<file path="src/rtl/ldm_stm_addr_seq_pkg.sv">
// Shared definitions for the LDM/STM address/transfer sequencer.
package ldm_stm_addr_seq_pkg;

    // Byte stride between consecutive transferred registers
    localparam int WORD_BYTES = 4;

    // ir[27:25] value identifying a block data transfer
    localparam logic [2:0] OPC_BLOCK_XFER = 3'b100;

    // Sequencer states
    typedef enum logic [2:0] {
        ST_IDLE  = 3'd0,
        ST_SETUP = 3'd1,
        ST_XFER  = 3'd2,
        ST_WB    = 3'd3,
        ST_DONE  = 3'd4
    } state_e;

    // Addressing modes as encoded on {P,U} = ir[24:23]
    typedef enum logic [1:0] {
        MODE_DA = 2'b00,
        MODE_IA = 2'b01,
        MODE_DB = 2'b10,
        MODE_IB = 2'b11
    } mode_e;

endpackage

</file>
<file path="src/rtl/ldm_stm_addr_seq_reg_list_scan.sv">
// Combinational register-list scanner: lowest set bit, empty flag, popcount.
module ldm_stm_addr_seq_reg_list_scan
    import ldm_stm_addr_seq_pkg::*;
(
    input  logic [15:0] mask,
    output logic [3:0]  lowest_idx,
    output logic        none,
    output logic [4:0]  count
);

    // Walk from the top bit down so the last hit is the lowest set bit
    always_comb begin
        lowest_idx = 4'd0;
        count      = 5'd0;
        for (int i = 15; i >= 0; i--) begin
            if (mask[i]) begin
                lowest_idx = 4'(i);
            end else begin
                lowest_idx = lowest_idx;
            end
            count = count + {4'd0, mask[i]};
        end
        none = (mask == 16'd0);
    end

endmodule

</file>
<file path="src/rtl/ldm_stm_addr_seq.sv">
// LDM/STM address sequencer: walks the register list lowest-first, issues one
// memory request per register with ascending addresses, handshakes on moc and
// produces the base writeback value.
module ldm_stm_addr_seq
    import ldm_stm_addr_seq_pkg::*;
#(
    parameter int ADDR_W     = 32,
    parameter int WORD_BYTES = ldm_stm_addr_seq_pkg::WORD_BYTES
) (
    input  logic              CLK,
    input  logic              RESET_N,
    input  logic              start,
    input  logic [31:0]       ir,
    input  logic [ADDR_W-1:0] base_val,
    input  logic              moc,
    output logic              busy,
    output logic              mem_req,
    output logic              mem_rw,
    output logic [ADDR_W-1:0] mem_addr,
    output logic [3:0]        xfer_reg,
    output logic              xfer_valid,
    output logic              wb_en,
    output logic [3:0]        wb_reg,
    output logic [ADDR_W-1:0] wb_val,
    output logic              done
);

    state_e            state_q, state_d;
    logic [1:0]        pu_q, pu_d;
    logic              w_q, w_d;
    logic              l_q, l_d;
    logic [3:0]        rn_q, rn_d;
    logic [15:0]       mask_q, mask_d;
    logic [ADDR_W-1:0] base_q, base_d;
    logic [ADDR_W-1:0] addr_q, addr_d;
    logic [ADDR_W-1:0] wb_val_q, wb_val_d;

    logic [3:0]        lowest_s;
    logic              none_s;
    logic [4:0]        count_s;
    logic [ADDR_W-1:0] stride_s;
    logic [ADDR_W-1:0] span_s;
    logic              unused_s;

    // Condition code and S bit play no part in sequencing
    assign unused_s = ^{ir[31:28], ir[22]};

    ldm_stm_addr_seq_reg_list_scan u_scan (
        .mask       (mask_q),
        .lowest_idx (lowest_s),
        .none       (none_s),
        .count      (count_s)
    );

    assign stride_s = ADDR_W'(WORD_BYTES);
    assign span_s   = ADDR_W'(count_s) * stride_s;

    // Next-state, capture and address arithmetic
    always_comb begin
        state_d  = state_q;
        pu_d     = pu_q;
        w_d      = w_q;
        l_d      = l_q;
        rn_d     = rn_q;
        mask_d   = mask_q;
        base_d   = base_q;
        addr_d   = addr_q;
        wb_val_d = wb_val_q;
        case (state_q)
            ST_IDLE: begin
                if (start && (ir[27:25] == OPC_BLOCK_XFER)) begin
                    pu_d    = ir[24:23];
                    w_d     = ir[21];
                    l_d     = ir[20];
                    rn_d    = ir[19:16];
                    mask_d  = ir[15:0];
                    base_d  = base_val;
                    state_d = ST_SETUP;
                end else begin
                    state_d = ST_IDLE;
                end
            end
            ST_SETUP: begin
                case (pu_q)
                    MODE_IA: addr_d = base_q;
                    MODE_IB: addr_d = base_q + stride_s;
                    MODE_DA: addr_d = base_q - span_s + stride_s;
                    MODE_DB: addr_d = base_q - span_s;
                    default: addr_d = base_q;
                endcase
                if (pu_q[0]) begin
                    wb_val_d = base_q + span_s;
                end else begin
                    wb_val_d = base_q - span_s;
                end
                if (none_s) begin
                    state_d = ST_DONE;
                end else begin
                    state_d = ST_XFER;
                end
            end
            ST_XFER: begin
                if (moc) begin
                    // Clear the lowest set bit and step to the next word
                    mask_d = mask_q & (mask_q - 16'd1);
                    addr_d = addr_q + stride_s;
                    if ((mask_q & (mask_q - 16'd1)) == 16'd0) begin
                        state_d = ST_WB;
                    end else begin
                        state_d = ST_XFER;
                    end
                end else begin
                    state_d = ST_XFER;
                end
            end
            ST_WB: begin
                state_d = ST_DONE;
            end
            ST_DONE: begin
                state_d = ST_IDLE;
            end
            default: begin
                state_d = ST_IDLE;
            end
        endcase
    end

    // State and datapath registers with synchronous active-low reset
    always_ff @(posedge CLK) begin
        if (!RESET_N) begin
            state_q  <= ST_IDLE;
            pu_q     <= 2'd0;
            w_q      <= 1'b0;
            l_q      <= 1'b0;
            rn_q     <= 4'd0;
            mask_q   <= 16'd0;
            base_q   <= '0;
            addr_q   <= '0;
            wb_val_q <= '0;
        end else begin
            state_q  <= state_d;
            pu_q     <= pu_d;
            w_q      <= w_d;
            l_q      <= l_d;
            rn_q     <= rn_d;
            mask_q   <= mask_d;
            base_q   <= base_d;
            addr_q   <= addr_d;
            wb_val_q <= wb_val_d;
        end
    end

    // Output decode from the registered state
    always_comb begin
        busy       = (state_q != ST_IDLE);
        mem_req    = (state_q == ST_XFER);
        mem_rw     = (state_q == ST_XFER) ? l_q : 1'b0;
        mem_addr   = addr_q;
        xfer_reg   = (state_q == ST_XFER) ? lowest_s : 4'd0;
        xfer_valid = (state_q == ST_XFER) && moc;
        wb_en      = (state_q == ST_WB) && w_q;
        wb_reg     = rn_q;
        wb_val     = wb_val_q;
        done       = (state_q == ST_DONE);
    end

endmodule

</file>
<file path="config.mk">
export PLATFORM = sky130hd
export DESIGN_NAME = ldm_stm_addr_seq
export DESIGN_NICKNAME = d
export VERILOG_FILES = /design/src/rtl/ldm_stm_addr_seq_pkg.sv /design/src/rtl/ldm_stm_addr_seq_reg_list_scan.sv /design/src/rtl/ldm_stm_addr_seq.sv
export SDC_FILE = /design/constraint.sdc
export NUM_CORES = 1
export LEC_CHECK = 0
export CAP_MARGIN = 20
export CELL_PAD_IN_SITES_DETAIL_PLACEMENT = 0
export CELL_PAD_IN_SITES_GLOBAL_PLACEMENT = 1
export CORE_MARGIN = 2
export CORE_UTILIZATION = 35
export DETAILED_ROUTE_END_ITERATION = 16
export GPL_TIMING_DRIVEN = 0
export PLACE_DENSITY_LB_ADDON = 0.3
export RECOVER_POWER = 100
export SYNTH_ARGS = -nofsm -noshare
export SYNTH_HDL_FRONTEND = slang
export SYNTH_SLANG_ARGS = --single-unit
</file>
<file path="constraint.sdc">
create_clock -name CLK -period 6.9 [get_ports CLK]
set_clock_uncertainty 0.05 [all_clocks]
set_input_delay 1.38 -clock CLK [delete_from_list [all_inputs] [get_ports CLK]]
set_output_delay 1.38 -clock CLK [all_outputs]
set_load 0.03 [all_outputs]
</file>
==> flow_metrics.tcl <==
set metrics [dict create \
    initial_core_util_pct 35.6 \
    worstMarginPinSlew_ns 0.964 \
    io_pins 146 \
    peakVddDrop_mv 0.133 \
    worstPathCellList "inv_2 -> ha_4 -> inv_2 -> fa_1 -> fa_1 -> fa_1 -> fa_1 -> fa_2 -> fa_2 -> xnor2_2 -> buf_4 -> ha_4 -> nor2_4 -> o311a_4 -> buf_6 -> nor4_4 -> xnor2_1 -> or2_4 -> or4_4 -> o21a_1 -> or4_1 -> nand3_1" \
    synthArstFlopShare_pct 0 \
    portBuffers 139 \
    htreeDepth 4 \
    synth_cell_types 80 \
    timing.rr.end "mem_addr[29]" \
    grt_antenna_before_repair 0 \
    fmax_mhz 144 \
    rrSetupSlack_ns -0.04 \
    end_kind "flip-flop" \
    cpPeakStageDelay_ns 0.55 \
    critPathTopFamily "adder cells" \
    drc 0 \
    first_pass_iters 5 \
    cts_hold_buf 0 \
    r2r_cells 22 \
    synth-seq-cells 123 \
    finalHoldViolations 0 \
    yosysTopAreaCell "dfxtp_1" \
    worst_slack_ns -0.0447 \
    worst-path-max-fanout 10 \
    preCtsSetupSlack_ns -1.59 \
    worst-path-stages 22 \
    area_growth_pct 36.2 \
    criticalPathCategory "reg2reg" \
    drt-total-wl_um 44500 \
    dp_hpwl_um 33400 \
    drv_slew 0 \
    hold_slack_ns 0.404 \
    fp.coreArea_um2 27800 \
    cp_num_buf_inv 4 \
    netlist_area_um2 9890 \
    die_x_um 172 \
    yosys-top-cells-count "nand2_1, dfxtp_1, o21ai_0, clkbuf_1, nor2_1" \
    reg2reg_from "mask_q[15]" \
    status "finished with violations" \
    nets 1701 \
    clock_path_buffers 2 \
    cp_data_required_time_ns 7.23 \
    num_antenna_cells 0 \
    syn_nets 1502 \
    yosysSeqAreaShare_pct 24.9 \
    synth_edf_count 0 \
    grt_pass1_wl_um 65800 \
    crit_arrival_ns 7.28 \
    synth_ff_type "dfxtp_1" \
    leakagePower_nw 4.98 \
    syn_avg_cell_area_um2 7.07 \
    cts.root.buffer_cell "clkbuf_16" \
    via_per_inst 5.84 \
    rows 61 \
    fp.dieH_um 172 \
    grt_pass1_vias 11100 \
    cts.sinks 123 \
    relSlewSlack_pct 35.5 \
    finalCritPeriodShare_pct 101 \
    crit_slowest_cell "or4_4" \
    rsz0062_at_grt "true" \
    synthCells 1398 \
    power_density_nw_per_um2 234 \
    setup_violations 2 \
    drt-wirelength-per-cell_um 22.4 \
    drv_cap 0 \
    cts_tree "yes" \
    hp-class "reg2reg" \
    gp_congestion 1.01 \
    synth_top_area_share_pct 24.9 \
    startpoint_type "flip-flop" \
    numCtsBuffers 17 \
    num_vias 11600 \
    design.die.area_um2 29600 \
    crit_path_end "mem_addr[29]" \
    drive_gt1_share_pct 12.0 \
    detail_route.iter0.violations 1179 \
    ant_nets 0 \
    grt-ovfl-total 0 \
    synthTopCellsByArea "dfxtp_1, nand2_1, o21ai_0" \
    yosysWarnings 0 \
    cpMostUsedCell "fa_1" \
    clkLatencyLatePin_ns 0.45 \
    timing.final.crit_period_ns 6.94 \
    track_usage_pct 29.8 \
    grt_max_degree 17 \
    violations "negative setup slack" \
    cp-startpoint "mask_q[15]" \
    yosysMostFrequentCell "nand2_1" \
    path_clk_slew_ns 0.07 \
]
==> layout by cell type (no fill, tap or decap), drive strengths merged, types with 54 or more instances in the layout <==
| cell type | Yosys | routed |
|---|---|---|
| o21ai | 91 | 91 |
| dlygate4sd3 | 0 | 76 |
| buf | 17 | 57 |
| nor2 | 89 | 89 |
| dfxtp | 123 | 123 |
| nand3 | 58 | 58 |
| a21oi | 84 | 84 |
| clkdlybuf4s50 | 0 | 63 |
| clkbuf | 89 | 108 |
| nand2 | 234 | 234 |
| a21boi | 56 | 56 |
| inv | 53 | 54 |
==> what timing repair did <==
action                                  4_1_cts  5_1_grt
endpoints found under the setup margin       27       22
pin swaps                                    42       45
buffers inserted                             28       15
resized for setup                            84       62
==> how the worst min path moves through the flow <==
stage	from	to	slack [ns]	cells after the start
CTS	wb_val[20]	wb_val[20]	0.41	2
global placement	wb_val[25]	wb_val[25]	0.40	2
global route	wb_val[24]	wb_val[24]	0.43	2
detailed placement	wb_val[20]	wb_val[20]	0.41	2
floorplan	l_q	l_q	0.39	2
finish	wb_val[7]	wb_val[7]	0.40	2
==> final cells by class <==
| type | instances | area (um2) |
|---|---|---|
| repair buffers | 184 | 1790 |
| multi-input cells | 1115 | 7510 |
| well taps | 378 | 473 |
| flip-flops and latches | 123 | 2460 |
| fillers | 2851 | 14300 |
| clock inverters | 14 | 195 |
| plain buffers | 102 | 397 |
| clock buffers | 18 | 439 |
| inverters | 54 | 205 |
==> worst register-to-register path: cells and delay by family (launching register included) <==
family                   cells  cell delay (ns)
flip-flops                   1             0.34
AND/OR/NAND/NOR              6             1.84
AO/OA/AOI/OAI                2             0.56
XOR/XNOR                     2             0.38
adder cells (fa/ha/maj)      8             3.29
buffers and inverters        4             0.39
==> logic make-up (layout without fill, tap and decap cells) <==
logic type	Yosys count	in the layout	synth area share [%]
simple gates	608	608	29.9
compound gates	391	391	26.3
buf+inv	160	372	6.15
flops	123	123	24.9
xor+xnor	68	68	6.02
fa+ha+maj	37	37	5.57
mux	11	11	1.13
==> through the flow <==
stage / power [mW] / util [%] / instances / TNS, ns / area, um2
6_report: 3.15 / 48.5 / 1988 / -0.0561 / 13500
5_1_grt: 3.26 / 48.5 / 1988 / -1.96 / 13500
4_1_cts: 3.03 / 46.9 / 1973 / -0.0789 / 13000
3_5_place_dp: 1.88 / 42.4 / 1917 / -20.67 / 11800
3_3_place_gp: 1.88 / 42.3 / 1915 / -22.88 / 11800
2_1_floorplan: 1.50 / - / 1398 / 0 / 9890
==> report_power, final <==
group          internal (mW)  switching (mW)  leakage (nW)  total, mW
Clock                  0.615           0.389         0.299       1.00
Combinational          0.554           0.844          3.69       1.40
Sequential             0.728          0.0196         0.995      0.747
Total                   1.90            1.25          4.98       3.15
==> layer usage <==
layer  share of wire (%)  vias to the layer above  GRT usage, %
met5                   0                        -             0
met4                 4.3                        0          13.8
met3                 9.8                       96          6.80
met2                  43                      603          46.0
met1                  42                     5502          39.5
li1                    -                     5400             -
Power figures use the tool's default switching activity.
